### config.mk
export PLATFORM = sky130hd
export DESIGN_NAME = sync_fifo_lvl
export DESIGN_NICKNAME = d
export VERILOG_FILES = /design/src/rtl/sync_fifo_lvl_pkg.sv /design/src/rtl/sync_fifo_lvl_mem.sv /design/src/rtl/sync_fifo_lvl.sv
export SDC_FILE = /design/constraint.sdc
export NUM_CORES = 1
export LEC_CHECK = 0
export CELL_PAD_IN_SITES_DETAIL_PLACEMENT = 0
export CELL_PAD_IN_SITES_GLOBAL_PLACEMENT = 1
export CORE_ASPECT_RATIO = 0.7
export CORE_MARGIN = 10
export CORE_UTILIZATION = 55
export CTS_CLUSTER_SIZE = 20
export DETAILED_ROUTE_END_ITERATION = 8
export DONT_BUFFER_PORTS = 1
export GPL_ROUTABILITY_DRIVEN = 0
export PLACE_DENSITY = 0.88
export REMOVE_ABC_BUFFERS = 1
export SLEW_MARGIN = 20
export SYNTH_ARGS = -nofsm -noshare
export SYNTH_HDL_FRONTEND = slang
export SYNTH_SLANG_ARGS = --single-unit
export TNS_END_PERCENT = 10
### constraint.sdc
create_clock -name clk -period 3.5 [get_ports clk]
set_clock_uncertainty 0.2 [all_clocks]
set_input_delay 1.05 -clock clk [delete_from_list [all_inputs] [get_ports clk]]
set_output_delay 1.05 -clock clk [all_outputs]
set_load 0.05 [all_outputs]
### src/rtl/sync_fifo_lvl_pkg.sv
`default_nettype none
// ============================================================================
// Module      : fifo_pkg
// Description : Shared defaults, status record and sizing helper for the
//               parametrised level-reporting synchronous FIFO.
// Revision    : 1.0 - initial release
// ============================================================================
package fifo_pkg;

    localparam int C_DEF_D_W   = 8;
    localparam int C_DEF_DEPTH = 64;

    // Flag bundle exported towards the register map.
    typedef struct packed {
        logic full;
        logic empty;
        logic almost_full;
        logic almost_empty;
        logic overflow;
        logic underflow;
    } fifo_status_t;

    // Number of address bits needed to index a memory of the given depth.
    function automatic int clog2_depth(input int depth);
        int w;
        w = 0;
        for (int i = 0; i < 32; i++) begin
            if ((64'd1 << w) < 64'(depth)) begin
                w = w + 1;
            end
        end
        return w;
    endfunction

endpackage : fifo_pkg
`default_nettype wire

### src/rtl/sync_fifo_lvl_mem.sv
`default_nettype none
// ============================================================================
// Module      : fifo_mem
// Description : Simple dual-port storage array, clocked write port and
//               asynchronous read port. Contents are never reset.
// Revision    : 1.0 - initial release
// ============================================================================
module fifo_mem #(
    parameter int D_W = 8,
    parameter int AW  = 6
) (
    input  logic           clk,
    input  logic           we,
    input  logic [AW-1:0]  waddr,
    input  logic [D_W-1:0] wdata,
    input  logic [AW-1:0]  raddr,
    output logic [D_W-1:0] rdata
);

    logic [D_W-1:0] mem_q [2**AW];

    // Store the write word at its slot on an accepted write.
    always_ff @(posedge clk) begin
        if (we) begin
            mem_q[waddr] <= wdata;
        end
    end

    assign rdata = mem_q[raddr];

endmodule : fifo_mem
`default_nettype wire

### src/rtl/sync_fifo_lvl.sv
`default_nettype none
// ============================================================================
// Module      : sync_fifo_lvl
// Description : Parametrised synchronous FIFO with fill level, programmable
//               almost-full/almost-empty thresholds, sticky overflow and
//               underflow flags and optional first-word-fall-through read.
// Revision    : 1.0 - initial release
// ============================================================================
module sync_fifo_lvl
    import fifo_pkg::*;
#(
    parameter int D_W       = C_DEF_D_W,
    parameter int DEPTH     = C_DEF_DEPTH,
    parameter int AF_THRESH = DEPTH - 4,
    parameter int AE_THRESH = 4,
    parameter int FWFT      = 0
) (
    input  logic                   clk,
    input  logic                   rst,
    input  logic                   wr_en,
    input  logic [D_W-1:0]         data_in,
    input  logic                   rd_en,
    output logic [D_W-1:0]         data_out,
    output logic                   full,
    output logic                   empty,
    output logic                   almost_full,
    output logic                   almost_empty,
    output logic [$clog2(DEPTH):0] count,
    output logic                   overflow,
    output logic                   underflow,
    input  logic                   err_clr
);

    localparam int C_AW = clog2_depth(DEPTH);
    localparam int C_CW = C_AW + 1;

    localparam logic [C_CW-1:0] C_CNT_FULL = C_CW'(DEPTH);
    localparam logic [C_CW-1:0] C_CNT_AF   = C_CW'(AF_THRESH);
    localparam logic [C_CW-1:0] C_CNT_AE   = C_CW'(AE_THRESH);

    // Reject illegal configurations at elaboration time.
    if ((DEPTH < 4) || ((DEPTH & (DEPTH - 1)) != 0)) begin : g_chk_depth
        $fatal(1, "sync_fifo_lvl: DEPTH must be a power of two and >= 4");
    end
    if (AF_THRESH > DEPTH) begin : g_chk_af
        $fatal(1, "sync_fifo_lvl: AF_THRESH must not exceed DEPTH");
    end
    if (AE_THRESH >= DEPTH) begin : g_chk_ae
        $fatal(1, "sync_fifo_lvl: AE_THRESH must be below DEPTH");
    end

    logic [C_AW-1:0] wr_ptr_q, wr_ptr_d;
    logic [C_AW-1:0] rd_ptr_q, rd_ptr_d;
    logic [C_CW-1:0] count_q,  count_d;
    logic            overflow_q,  overflow_d;
    logic            underflow_q, underflow_d;

    logic            rd_accept;
    logic            wr_accept;
    logic [D_W-1:0]  mem_rdata;
    fifo_status_t    status;

    // Flags are pure compares on the registered level.
    assign status.full         = (count_q == C_CNT_FULL);
    assign status.empty        = (count_q == '0);
    assign status.almost_full  = (count_q >= C_CNT_AF);
    assign status.almost_empty = (count_q <= C_CNT_AE);
    assign status.overflow     = overflow_q;
    assign status.underflow    = underflow_q;

    assign full         = status.full;
    assign empty        = status.empty;
    assign almost_full  = status.almost_full;
    assign almost_empty = status.almost_empty;
    assign overflow     = status.overflow;
    assign underflow    = status.underflow;
    assign count        = count_q;

    // A pop frees a slot in the same cycle, so a full FIFO still takes a
    // write when it is also being read.
    assign rd_accept = rd_en & ~status.empty;
    assign wr_accept = wr_en & (~status.full | rd_accept);

    fifo_mem #(
        .D_W (D_W),
        .AW  (C_AW)
    ) u_mem (
        .clk   (clk),
        .we    (wr_accept),
        .waddr (wr_ptr_q),
        .wdata (data_in),
        .raddr (rd_ptr_q),
        .rdata (mem_rdata)
    );

    // Next-state for pointers, level and sticky error flags; a new error
    // event takes priority over err_clr.
    always_comb begin
        wr_ptr_d    = wr_ptr_q;
        rd_ptr_d    = rd_ptr_q;
        count_d     = count_q;
        overflow_d  = overflow_q;
        underflow_d = underflow_q;

        if (wr_accept) begin
            wr_ptr_d = wr_ptr_q + C_AW'(1);
        end
        if (rd_accept) begin
            rd_ptr_d = rd_ptr_q + C_AW'(1);
        end

        unique case ({wr_accept, rd_accept})
            2'b10:   count_d = count_q + C_CW'(1);
            2'b01:   count_d = count_q - C_CW'(1);
            default: count_d = count_q;
        endcase

        if (wr_en & ~wr_accept) begin
            overflow_d = 1'b1;
        end else if (err_clr) begin
            overflow_d = 1'b0;
        end

        if (rd_en & status.empty) begin
            underflow_d = 1'b1;
        end else if (err_clr) begin
            underflow_d = 1'b0;
        end
    end

    // Control state registers with synchronous reset.
    always_ff @(posedge clk) begin
        if (rst) begin
            wr_ptr_q    <= '0;
            rd_ptr_q    <= '0;
            count_q     <= '0;
            overflow_q  <= 1'b0;
            underflow_q <= 1'b0;
        end else begin
            wr_ptr_q    <= wr_ptr_d;
            rd_ptr_q    <= rd_ptr_d;
            count_q     <= count_d;
            overflow_q  <= overflow_d;
            underflow_q <= underflow_d;
        end
    end

    if (FWFT != 0) begin : g_fwft
        // Head word is presented directly; forced to zero while empty so the
        // output is deterministic after reset.
        always_comb begin
            data_out = '0;
            if (!status.empty) begin
                data_out = mem_rdata;
            end
        end
    end else begin : g_reg_read
        logic [D_W-1:0] data_q, data_d;

        // Capture the head word only on an accepted pop, otherwise hold.
        always_comb begin
            data_d = data_q;
            if (rd_accept) begin
                data_d = mem_rdata;
            end
        end

        // Read data register.
        always_ff @(posedge clk) begin
            if (rst) begin
                data_q <= '0;
            end else begin
                data_q <= data_d;
            end
        end

        assign data_out = data_q;
    end

endmodule : sync_fifo_lvl
`default_nettype wire

**Yosys cells after proc, flatten, opt, wreduce, memory -nomap -nowiden**

Memories as Yosys holds them, arrays and structs flattened. A register that Yosys moved wholly into a read port is not among the register bits.
Cells that the tools add are included.

- $add $sub $neg: 4
- Multiply operators: 0
- Div/mod/pow operators: 0
- Magnitude comparators: 2
- Eq/ne operators: 3
- Shift operators: 0
- Mux-type cells: 6
- Bitwise operators: 8
- Reductions and logical operators: 4

Operators with widths:

| cell | number |
|---|---|
| 7-bit one-hot mux with 2 select lines | 1 |
| 6-bit by 1-bit adder with 6-bit output (second input constant) | 2 |
| 7-bit by 1-bit adder with 7-bit output (second input constant) | 1 |
| 7-bit == test (second input constant) | 1 |
| 7-bit by 6-bit greater-or-equal comparator with 1-bit output (second input constant) | 1 |
| 7-bit by 3-bit <= comparator with 1-bit output (second input constant) | 1 |
| 7-bit zero test | 1 |
| 7-bit by 1-bit subtractor with 7-bit output (second input constant) | 1 |
| 2-bit nonzero test | 3 |
| 1-bit two-way mux | 5 |
| 1-bit AND | 4 |
| 1-bit NOT | 3 |
| 2-bit by 1-bit == test with 1-bit output (second input constant) | 1 |
| 2-bit == test (second input constant) | 1 |
| 1-bit OR | 1 |

- Register bits: 21
- Latch bits: 0
- RAM bits: 512
- Memory bits (read-only): 0
- Output and inout port bits: 21
- Word-level logic and storage cells: 33
- Memories: 1

Memories:

| memory | depth | bits a word | rd ports | clocked after Yosys merged registers in | wr ports | RTL line | text |
|---|---|---|---|---|---|---|---|
| u_mem.mem_q | 64 | 8 | 1 | 1 | 1 | sync_fifo_lvl_mem.sv:20 | `logic [D_W-1:0] mem_q [2**AW];` |

**Logic depth before layout (Yosys ltp)**

- Depth after elaboration: 8
- Gate-level depth with buffers: 12

**By module**

Synthesis repeated with hierarchy kept, for this count alone.

- Cell total of the unflattened synthesis: 1,108
- Area total of the unflattened synthesis: 21,538.2 µm²

By module, submodules not included:

| module | instances | cells each | area each (µm²) |
|---|---|---|---|
| fifo_mem | 1 | 932 | 20,006.7 |
| sync_fifo_lvl | 1 | 176 | 1,531.5 |

**Least setup slack after synthesis**

OpenSTA, ideal clock, no wires.

- Path type: register to output
- Start point: reg count_q[6] (netlist: count[6])
- End point: out almost_empty
- Data arrival time: 2,116 ps
- Required time: 2,250 ps
- Setup slack: 134 ps
- Cell stages (with the launch flop): 3
- Buffers on the path: 0
- Path through: dfxtp_1 or3_1 nor3_1

- Longest elaborated chain between the ends: 1

RTL lines:

| element | RTL line | text |
|---|---|---|
| start: declaration | sync_fifo_lvl.sv:54 | `logic [C_CW-1:0] count_q, count_d;` |
| start signal: assignment | sync_fifo_lvl.sv:142 | `count_q <= count_d;` |
| 7-bit by 3-bit <= comparator with 1-bit output | sync_fifo_lvl.sv:67 | `assign status.almost_empty = (count_q <= C_CNT_AE);` |
| end: declaration | sync_fifo_lvl.sv:27 | `output logic almost_empty,` |

No other way between the ends.

**Worst setup path after layout**

- Start point: reg count_q[6] (netlist: count[6])
- End point: out full

- Longest elaborated chain between the ends: 1

RTL lines:

| element | RTL line | text |
|---|---|---|
| 7-bit == test | sync_fifo_lvl.sv:64 | `assign status.full = (count_q == C_CNT_FULL);` |
| end: declaration | sync_fifo_lvl.sv:24 | `output logic full,` |

No other way between the ends.

==> results_dict.tcl <==
set metrics [dict create \
    synth_adder_area_share 0.00506 \
    r2r_end "count[6]" \
    area_growth_pct 10.8 \
    numCtsBuffers 47 \
    tightest_slew_ns 1.00 \
    port_buffers 0 \
    wl_per_cell_um 27.4 \
    synth_seq_area_share 0.750 \
    status "complete, no violations" \
    powerDensity_nw_per_um2 658 \
    final_cell_mix "edfxtp_1, mux4_2, nor2_1" \
    route.vias.total 11000 \
    stdcell_count 1705 \
    switching_share 0.274 \
    synth_xor_area_frac 0.00494 \
    vdd_ir_drop_max_v 0.000791 \
    dr.pass1.iters 5 \
    vias_per_cell 6.43 \
    rr_worst_depth 10 \
    slew-limit-headroom 0.330 \
    synth_compound_area_frac 0.0435 \
    yosys.area.top_type_share 0.723 \
    clk_latency_ns 0.56 \
    final_area_um2 23600 \
    num_io_pins 34 \
    syn_area_per_cell_um2 19.0 \
    clockBufferDepth 3 \
    grtUsageTotal 0.201 \
    fin_crit_ns 3.30 \
    hold_viol_final 0 \
    critical_path_required_ns 2.25 \
    initial_core_util 0.555 \
    holdWs_ns 0.306 \
    holdPathStages 2 \
    intPower_w 0.0113 \
    synth_warnings 0 \
    num-fill-cells 2622 \
    die_h_um 185 \
    antennaDiodeCount 0 \
    yosys.area_share.simple 0.0390 \
    tns_ns 0 \
    async_reset_ff_frac 0 \
    finalWorstSetupSlack_ns 0.201 \
    holdPathEnd "count[5]" \
    hpwl_um 28300 \
    cts_hold_buf 0 \
    synth-seq-cells 541 \
    dpl_worst_slack_ns 0.356 \
    die_w_um 255 \
    routed_wl_um 46600 \
    cts.sinks 541 \
    layout_commonest_cell "edfxtp_1" \
    grt-ovfl-total 0 \
    grt_pass1_vias 10800 \
    p_comb_frac 0.206 \
    fmax_mhz 303 \
    synth_cells 1121 \
    hold_class "reg2reg" \
    reg2reg_from "count[0]" \
    cts_tree "built" \
    fp-row-count 60 \
    ys_types 50 \
    path_clk_slew_ns 0.06 \
    critPathLaunchType "flip-flop" \
    crit_path_max_fanout 5 \
    power.switching_w 0.00425 \
    drt-initial-drc-count 1295 \
    dieArea_um2 47000 \
    drtAntennaViolNets 0 \
    rsz0062_at_grt "no" \
    clock_power_share 0.310 \
    grt_max_degree 65 \
    maxCapViolCount 0 \
    cts-root-buf "clkbuf_16" \
    synthMuxAreaShare 0.140 \
    r2r_slack_ns 0.36 \
    setup_viol 0 \
    end_kind "output pin" \
    cp_slowest_stage_delay_ns 0.53 \
    synth_top_family_by_area "multiplexers" \
    drv_slew 0 \
    cts_resized 0 \
    drc 0 \
    placed_cell_area_um2 22200 \
    synth_top_area_cell "edfxtp_1" \
    h-tree-depth 2 \
    syn-cell-area_um2 21300 \
    cts_setup_buffers 0 \
    cpMostUsedCell "buf_4" \
    drive_above_1_share 0.204 \
    hp-start "count[5]" \
    synth_ff_type "edfxtp_1" \
    nets 1197 \
    coreArea_um2 38300 \
    path_cells "buf_4, or3b_2, nor2_1, buf_4" \
    dp.cells 1623 \
    p_leak_nw 7.28 \
    synth_enable_flop_cells 512 \
    path_class "reg2out" \
    crit_slowest_cell "or3b_2" \
    pwr-share-seq 0.483 \
    startpoint "count[6]" \
    grt_pass1_wl_um 70500 \
    antenna_found_initial 0 \
    crit_arrival_ns 2.05 \
    synth_area_leaders "edfxtp_1, mux4_2, mux2i_1" \
    period_share 0.942 \
]
## worst max-delay path by stage
stage / to / slack [ns] / cells after the start
4_1_cts: full / 0.20 / 3
2_1_floorplan: data_out[2] / -4.40 / 6
6_report: full / 0.20 / 4
3_3_place_gp: count[6] / 0.42 / 10
5_1_grt: count[6] / 0.09 / 10
3_5_place_dp: u_mem.mem_q[24][0] / 0.36 / 4
## cells by family (layout without fill, tap and decap cells)
logic type	count (synthesis)	count (layout)
compound gates	132	132
xor+xnor	12	12
fa+ha+maj	8	8
buf+inv	72	160
flops	541	541
mux	177	177
simple gates	179	179
## worst max-delay path, delay by kind of cell, from the launching register on
kind	cells	cell delay, ns
DFF	1	0.33
and+or+nand+nor	2	0.70
buffers and inverters	2	0.45
## layout make-up
class | instances | area, um^2 | share of cell area
Clock buffer | 60 | 1220 | 0.0520
Inverter | 6 | 22.5 | 0.000956
Timing Repair Buffer | 72 | 603 | 0.0256
Sequential cell | 541 | 16000 | 0.678
Tap cell | 496 | 621 | 0.0263
Multi-Input combinational cell | 508 | 4970 | 0.211
Clock inverter | 22 | 154 | 0.00653
## sequential cells by signal, indices dropped and copies added, names as in the netlist
| signal | count |
|---|---|
| count | 7 |
| overflow | 1 |
| data_out | 8 |
| wr_ptr_q | 6 |
| underflow | 1 |
| u_mem.mem_q | 512 |
| rd_ptr_q | 6 |
## cell usage after synthesis, types with 4 or more instances
cell type / n
nand2_1: 43
nor2_1: 83
a32oi_1: 7
a21oi_1: 30
nand3b_1: 6
nor2b_1: 7
clkbuf_1: 34
a211oi_1: 16
ha_1: 7
buf_4: 10
buf_6: 4
o22ai_1: 15
dfxtp_1: 29
mux4_2: 97
inv_1: 6
buf_2: 12
xnor2_1: 5
nand3_1: 13
mux2i_1: 79
buf_1: 6
o21ai_0: 14
o221ai_1: 16
a22oi_1: 23
xor2_1: 7
edfxtp_1: 512
## power by group through the flow
stage / Sequential (W) / Combinational [W] / Clock [W]
3_5_place_dp: 0.00764 / 0.00320 / 0
3_3_place_gp: 0.00763 / 0.00316 / 0
5_1_grt: 0.00750 / 0.00341 / 0.00514
6_report: 0.00749 / 0.00320 / 0.00481
4_1_cts: 0.00750 / 0.00322 / 0.00485
2_1_floorplan: 0.00796 / 0.00174 / 0
## per-layer routing
layer	share of wire	track usage
met2	0.45	0.293
met3	0.11	0.0373
met1	0.43	0.312
met5	0	0
met4	0.014	0.0423
## through the flow
step | util | power (W)
after floorplan | - | 0.00970
after global placement | 0.579 | 0.0108
after detailed placement | 0.579 | 0.0108
after CTS | 0.615 | 0.0156
after global routing | 0.615 | 0.0161
final | 0.615 | 0.0155
No activity file was read; power rests on OpenSTA's default activity.
